--- config.mk ---
export PLATFORM = sky130hd
export DESIGN_NAME = wb_regfile_flat
export DESIGN_NICKNAME = d
export VERILOG_FILES = /design/src/rtl/wb_regfile_if.sv /design/src/rtl/wb_regfile.sv /design/src/flat_wrapper.sv
export SDC_FILE = /design/constraint.sdc
export NUM_CORES = 2
export LEC_CHECK = 0
export BUFFER_PORTS_ARGS = -buffer_cell sky130_fd_sc_hd__buf_2
export CAP_MARGIN = 30
export CORE_ASPECT_RATIO = 0.6
export CORE_UTILIZATION = 50
export DETAILED_ROUTE_END_ITERATION = 10
export PLACE_DENSITY = 0.67
export SYNTH_ARGS = -nofsm -noshare
export SYNTH_HDL_FRONTEND = slang
export SYNTH_SLANG_ARGS = --single-unit
--- constraint.sdc ---
create_clock -name clock -period 3.78 [get_ports clock]
set_clock_uncertainty 0.05 [all_clocks]
set_input_delay 0.945 -clock clock [delete_from_list [all_inputs] [get_ports clock]]
set_output_delay 0.945 -clock clock [all_outputs]
set_load 0.01 [all_outputs]
--- src/rtl/wb_regfile_if.sv ---
// Bus bundle between the MEM/WB pipeline register and the write-back/register-file stage.
// The master side drives write-back and read requests. The slave side returns read data and forwarding info.
interface wb_regfile_if #(
    parameter int DATA_WIDTH  = 32,
    parameter int ADDR_WIDTH  = 5,
    parameter int COUNT_WIDTH = 32
);
    logic [DATA_WIDTH-1:0]  inResult;
    logic [DATA_WIDTH-1:0]  inReadData;
    logic [ADDR_WIDTH-1:0]  inWriteRegister;
    logic                   inMemToReg;
    logic                   inRegWrite;
    logic [ADDR_WIDTH-1:0]  readRegister1;
    logic [ADDR_WIDTH-1:0]  readRegister2;
    logic [ADDR_WIDTH-1:0]  debugRegister;
    logic [DATA_WIDTH-1:0]  readData1;
    logic [DATA_WIDTH-1:0]  readData2;
    logic [DATA_WIDTH-1:0]  debugData;
    logic [DATA_WIDTH-1:0]  writeData;
    logic                   writeValid;
    logic [COUNT_WIDTH-1:0] retireCount;

    modport master (
        output inResult, inReadData, inWriteRegister, inMemToReg, inRegWrite,
        output readRegister1, readRegister2, debugRegister,
        input  readData1, readData2, debugData, writeData, writeValid, retireCount
    );

    modport slave (
        input  inResult, inReadData, inWriteRegister, inMemToReg, inRegWrite,
        input  readRegister1, readRegister2, debugRegister,
        output readData1, readData2, debugData, writeData, writeValid, retireCount
    );
endinterface

--- src/rtl/wb_regfile.sv ---
// Write-back mux plus the architectural register file. It has two bypassed ID read ports,
// one unbypassed debug port and a retired-write counter.
module wb_regfile #(
    parameter int DATA_WIDTH  = 32,
    parameter int ADDR_WIDTH  = 5,
    parameter int COUNT_WIDTH = 32
) (
    input logic         clock,
    input logic         reset,
    wb_regfile_if.slave bus
);
    localparam int NUM_REGS = 2 ** ADDR_WIDTH;

    logic [DATA_WIDTH-1:0]  regs_q [NUM_REGS];
    logic [COUNT_WIDTH-1:0] retireCount_q;
    logic [COUNT_WIDTH-1:0] retireCount_d;
    logic [DATA_WIDTH-1:0]  writeData;
    logic                   writeValid;

    always_comb begin
        writeData     = bus.inMemToReg ? bus.inReadData : bus.inResult;
        writeValid    = bus.inRegWrite && (bus.inWriteRegister != '0);
        retireCount_d = retireCount_q + COUNT_WIDTH'(1);
    end

    // Same-cycle writes are forwarded so that ID observes the value being committed.
    always_comb begin
        bus.readData1 = '0;
        bus.readData2 = '0;
        bus.debugData = '0;
        if (reset) begin
            if (bus.readRegister1 != '0) begin
                if (writeValid && bus.inWriteRegister == bus.readRegister1)
                    bus.readData1 = writeData;
                else
                    bus.readData1 = regs_q[bus.readRegister1];
            end
            if (bus.readRegister2 != '0) begin
                if (writeValid && bus.inWriteRegister == bus.readRegister2)
                    bus.readData2 = writeData;
                else
                    bus.readData2 = regs_q[bus.readRegister2];
            end
            if (bus.debugRegister != '0)
                bus.debugData = regs_q[bus.debugRegister];
        end
    end

    assign bus.writeData   = writeData;
    assign bus.writeValid  = writeValid;
    assign bus.retireCount = retireCount_q;

    always_ff @(posedge clock) begin
        if (!reset) begin
            for (int i = 0; i < NUM_REGS; i++)
                regs_q[i] <= '0;
            retireCount_q <= '0;
        end else if (writeValid) begin
            regs_q[bus.inWriteRegister] <= writeData;
            retireCount_q               <= retireCount_d;
        end
    end
endmodule

--- src/flat_wrapper.sv ---
// flat-port wrapper written by rule: the top's interface ports become plain ports
module wb_regfile_flat 
#(
    parameter int DATA_WIDTH  = 32,
    parameter int ADDR_WIDTH  = 5,
    parameter int COUNT_WIDTH = 32
)
  (clock, reset, bus_inResult, bus_inReadData, bus_inWriteRegister, bus_inMemToReg, bus_inRegWrite, bus_readRegister1, bus_readRegister2, bus_debugRegister, bus_readData1, bus_readData2, bus_debugData, bus_writeData, bus_writeValid, bus_retireCount);
  wb_regfile_if #(.DATA_WIDTH(DATA_WIDTH), .ADDR_WIDTH(ADDR_WIDTH), .COUNT_WIDTH(COUNT_WIDTH)) bus_i ();
  input logic clock;
  input logic reset;
  input wire logic [$bits(bus_i.inResult)-1:0] bus_inResult;
  input wire logic [$bits(bus_i.inReadData)-1:0] bus_inReadData;
  input wire logic [$bits(bus_i.inWriteRegister)-1:0] bus_inWriteRegister;
  input wire logic [$bits(bus_i.inMemToReg)-1:0] bus_inMemToReg;
  input wire logic [$bits(bus_i.inRegWrite)-1:0] bus_inRegWrite;
  input wire logic [$bits(bus_i.readRegister1)-1:0] bus_readRegister1;
  input wire logic [$bits(bus_i.readRegister2)-1:0] bus_readRegister2;
  input wire logic [$bits(bus_i.debugRegister)-1:0] bus_debugRegister;
  output wire logic [$bits(bus_i.readData1)-1:0] bus_readData1;
  output wire logic [$bits(bus_i.readData2)-1:0] bus_readData2;
  output wire logic [$bits(bus_i.debugData)-1:0] bus_debugData;
  output wire logic [$bits(bus_i.writeData)-1:0] bus_writeData;
  output wire logic [$bits(bus_i.writeValid)-1:0] bus_writeValid;
  output wire logic [$bits(bus_i.retireCount)-1:0] bus_retireCount;
  assign bus_i.inResult = bus_inResult;
  assign bus_i.inReadData = bus_inReadData;
  assign bus_i.inWriteRegister = bus_inWriteRegister;
  assign bus_i.inMemToReg = bus_inMemToReg;
  assign bus_i.inRegWrite = bus_inRegWrite;
  assign bus_i.readRegister1 = bus_readRegister1;
  assign bus_i.readRegister2 = bus_readRegister2;
  assign bus_i.debugRegister = bus_debugRegister;
  assign bus_readData1 = bus_i.readData1;
  assign bus_readData2 = bus_i.readData2;
  assign bus_debugData = bus_i.debugData;
  assign bus_writeData = bus_i.writeData;
  assign bus_writeValid = bus_i.writeValid;
  assign bus_retireCount = bus_i.retireCount;
  wb_regfile #(.DATA_WIDTH(DATA_WIDTH), .ADDR_WIDTH(ADDR_WIDTH), .COUNT_WIDTH(COUNT_WIDTH)) u_core (.clock(clock), .reset(reset), .bus(bus_i));
endmodule
==> results.cfg <==
[timing]
timing.max_slew.rel_slack_pct = 28.47
post-route-min-period_ns = 4.004
final-hold-violation-count = 0
postLayoutSetupSlackWorst_ns = -0.2243
rsz0062_at_grt = true
least_margin_pin_slew_ns = 1.065
hold_ws_ns = 0.4277
final_min_period_over_clock_period_pct = 105.9
max_clock_freq_mhz = 249.7
finalMaxSlewViolations = 0
finalSetupViolations = 91

[detailed_routing]
iteration_count_of_the_initial_detailed_routing_pass = 8
vias_per_cell = 7.509
post_route_antenna_net_violation_count = 0
drt_drc_violations_left = 0
via_count = 54631
drt_iter0_markers = 10992
routed_wirelength_mm = 287.4
route.detailed.wl_per_inst_um = 39.51

[final_layout]
flow.area_growth_from_synthesis_pct = 26.51
share_of_final_layout_standard_cells_stronger_than_drive_strength_1_pct = 37.34
sequential_cell_area_sq_um = 31390
num-nets-final = 5587
n_fill_cell = 8957
multiInputGateArea_sq_um = 31240

[yosys]
postSynth.asyncResetShare_pct = 0
ys_seq_area_share_pct = 49.73
netlist-cell-type-count = 53
yosys_reg_bits = 1056
netlist.top_cell.by_area = sky130_fd_sc_hd__edfxtp_1
yosys-top-cells-count = sky130_fd_sc_hd__nor2_1 (1059), sky130_fd_sc_hd__edfxtp_1 (1024), sky130_fd_sc_hd__mux2i_1 (602)
synthCells = 4893
synthFlopType = sky130_fd_sc_hd__edfxtp_1
yosys-top-cells-area = sky130_fd_sc_hd__edfxtp_1 (49%), sky130_fd_sc_hd__mux4_2 (19%), sky130_fd_sc_hd__mux2i_1 (9.5%), sky130_fd_sc_hd__nor2_1 (6.3%), sky130_fd_sc_hd__clkbuf_1 (2.0%)
synth_warn = 0
mappedNetlistArea_sq_um = 63120
yosysMostFrequentCell = sky130_fd_sc_hd__nor2_1
synth_top_area_share_pct = 48.72
post_synth.cell_area_avg_sq_um = 12.90
synth-edff-count = 1024

[critical_path]
setup.worst_path.end_class = primary output
worst-setup-path-type = in -> out
setup.worst_path.start_class = primary input
worst_ep_required_time_ns = 2.78
critPathMaxFanout = 14
rrSetupSlack_ns = 1.45
worst_ep_arrival_time_ns = 3.01

[clock_network]
clk_transition_reported_paths_ns = 0.06
clockRootBuffer = sky130_fd_sc_hd__clkbuf_16
clock_path_buffers = 3
cts_tree = yes
clkLatencyLatePin_ns = 0.75
cts_sink_cnt = 1056
cts_buffers = 101
clock_tree.htree_level_count = 3

[floorplanning]
floorplan.die.width_um = 460.7
design.die.area_sq_um = 127700
initial_core_util_pct = 50.65
design.core.area_sq_um = 124600
chipHeight_um = 277.2
num_rows = 100
io_pins = 249

[power_and_ir_drop]
power_density_nw_per_um2 = 406.2
pwr-share-clk_pct = 36.3
irDropWorstVdd_mv = 0.4327
sw_frac_of_total_pct = 28.75
switchingPower_uw = 9326
power.share.sequential_pct = 43.3
report.power.total_uw = 32440
combPwrFrac_pct = 20.5
internal_power_uw = 23110
total_leakage_power_uw = 0.03004

[global_routing]
global_route.overflow_total = 0
grt_max_degree = 54
number_of_global_route_vias_before_repair = 50679
antenna_found_initial = 5
grt_util_all_layers_pct = 44.02
grt_first_pass_wirelength_mm = 391.9

[placed_design]
placement.io_buffers = 248
globalplace.congestion = 0.9756
post-dp-hpwl_mm = 174.2

[status]
failing_checks = negative setup slack
outcome = complete, but fails checks

[worst_hold_path]
holdCritPathClass = reg -> reg

[flow_run]
max_cap_violations = 0
cell type report:
| class | count | share of cell area [%] |
|---|---|---|
| Sequential cell | 1056 | 39.31 |
| Multi-Input combinational cell | 3290 | 39.12 |
| Timing Repair Buffer | 1005 | 14.03 |
| Clock buffer | 115 | 3.302 |
| Tap cell | 1683 | 2.637 |
| Clock inverter | 77 | 1.363 |
| Inverter | 44 | 0.2209 |
| Antenna cell | 5 | 0.01567 |
placed cells by master, fill, tap and decap left out, types with 12 or more instances in the layout:
cell,n
sky130_fd_sc_hd__a21oi_4,12
sky130_fd_sc_hd__dfxtp_1,32
sky130_fd_sc_hd__a221o_1,63
sky130_fd_sc_hd__o21ai_1,49
sky130_fd_sc_hd__a211oi_4,12
sky130_fd_sc_hd__o221ai_2,21
sky130_fd_sc_hd__a21oi_2,36
sky130_fd_sc_hd__bufinv_16,24
sky130_fd_sc_hd__clkbuf_16,108
sky130_fd_sc_hd__nand3_2,18
sky130_fd_sc_hd__buf_4,445
sky130_fd_sc_hd__a21oi_1,64
sky130_fd_sc_hd__buf_12,204
sky130_fd_sc_hd__mux4_2,534
sky130_fd_sc_hd__a221oi_1,67
sky130_fd_sc_hd__o21ai_2,23
sky130_fd_sc_hd__conb_1,32
sky130_fd_sc_hd__nand2_1,90
sky130_fd_sc_hd__inv_1,40
sky130_fd_sc_hd__edfxtp_1,1024
sky130_fd_sc_hd__o22ai_1,40
sky130_fd_sc_hd__nor2_1,1052
sky130_fd_sc_hd__buf_6,59
sky130_fd_sc_hd__nand3b_1,14
sky130_fd_sc_hd__nand2_2,70
sky130_fd_sc_hd__buf_8,18
sky130_fd_sc_hd__xnor2_1,26
sky130_fd_sc_hd__clkinv_1,14
sky130_fd_sc_hd__o22ai_2,14
sky130_fd_sc_hd__o21ai_0,45
sky130_fd_sc_hd__clkinv_2,17
sky130_fd_sc_hd__mux2i_2,23
sky130_fd_sc_hd__mux2_2,29
sky130_fd_sc_hd__nand3_1,54
sky130_fd_sc_hd__a22oi_1,76
sky130_fd_sc_hd__mux2i_4,20
sky130_fd_sc_hd__buf_2,215
sky130_fd_sc_hd__buf_16,51
sky130_fd_sc_hd__mux2i_1,559
sky130_fd_sc_hd__o221ai_1,89
critical path, cell delays in order:
cell,delay (ns)
sky130_fd_sc_hd__buf_8,0.10
sky130_fd_sc_hd__buf_12,0.14
sky130_fd_sc_hd__buf_4,0.13
sky130_fd_sc_hd__nand2b_4,0.18
sky130_fd_sc_hd__buf_6,0.21
sky130_fd_sc_hd__buf_12,0.15
sky130_fd_sc_hd__o221ai_1,0.36
sky130_fd_sc_hd__o22ai_2,0.15
sky130_fd_sc_hd__a211oi_2,0.22
sky130_fd_sc_hd__a221o_1,0.22
sky130_fd_sc_hd__buf_2,0.16
sequential cells by signal, indices dropped and copies added (netlist names):
register and cells:
u_core.bus.retireCount 32, u_core.regs_q 1024
kinds of logic after synthesis:
logic type / count (synthesis) / share of synthesized area (%)
adder cells (fa/ha/maj): 1 / 0.01982
other: 1 / 0.005941
AND/OR/NAND/NOR: 1387 / 8.838
XOR/XNOR: 32 / 0.4441
buffers and inverters: 578 / 4.135
AO/OA/AOI/OAI: 670 / 7.650
flip-flops: 1056 / 49.73
multiplexers: 1168 / 29.17
worst paths after layout:
check,startpoint,endpoint,cells after the start
setup / recovery,bus_readRegister1[2],bus_readData1[23],11
hold / removal,u_core.bus.retireCount[31],u_core.bus.retireCount[31],2
setup reg to reg,u_core.bus.retireCount[4],u_core.bus.retireCount[30],5
hold reg to reg,u_core.bus.retireCount[31],u_core.bus.retireCount[31],2
routing by layer:
metal / wire length [um] / global-route usage [%] / vias to the layer above
met2: 112400 / 57.23 / 6334
met5: 287 / 1.426 / -
met3: 59630 / 25.06 / 1221
met1: 96530 / 57.69 / 26697
met4: 18610 / 22.59 / 10
li1: - / - / 20369
per-stage QoR:
stage / area [sq um] / cells / util (%) / setup TNS [ns] / setup WS, ns
floorplan: 63230 / 4924 / - / 0 / 0.1805
global placement: 71490 / 6916 / 57.37 / -31.28 / -0.5813
detailed placement: 71500 / 6917 / 57.38 / -24.86 / -0.5257
CTS: 78580 / 7223 / 63.06 / -6.118 / -0.1399
global route: 79840 / 7272 / 64.07 / -12.07 / -0.2186
finish: 79850 / 7275 / 64.08 / -10.72 / -0.2243
power by group through the flow:
stage | sequential, uW | clock, uW | combinational, uW
after detailed placement | 14200 | 0 | 5570
after global placement | 14200 | 0 | 5530
final | 14000 | 11800 | 6640
after floorplan | 14000 | 0 | 3180
after global routing | 14100 | 12100 | 6700
after CTS | 14000 | 11700 | 6120
what timing repair did:
item                                    CTS  global route
endpoints found under the setup margin   96            96
gates cloned                             34             6
gates resized for setup                 333           183
setup buffers                            87            48
hold buffers                              0             0
pin swaps                                40            38
(Power assumes the default switching activity.)
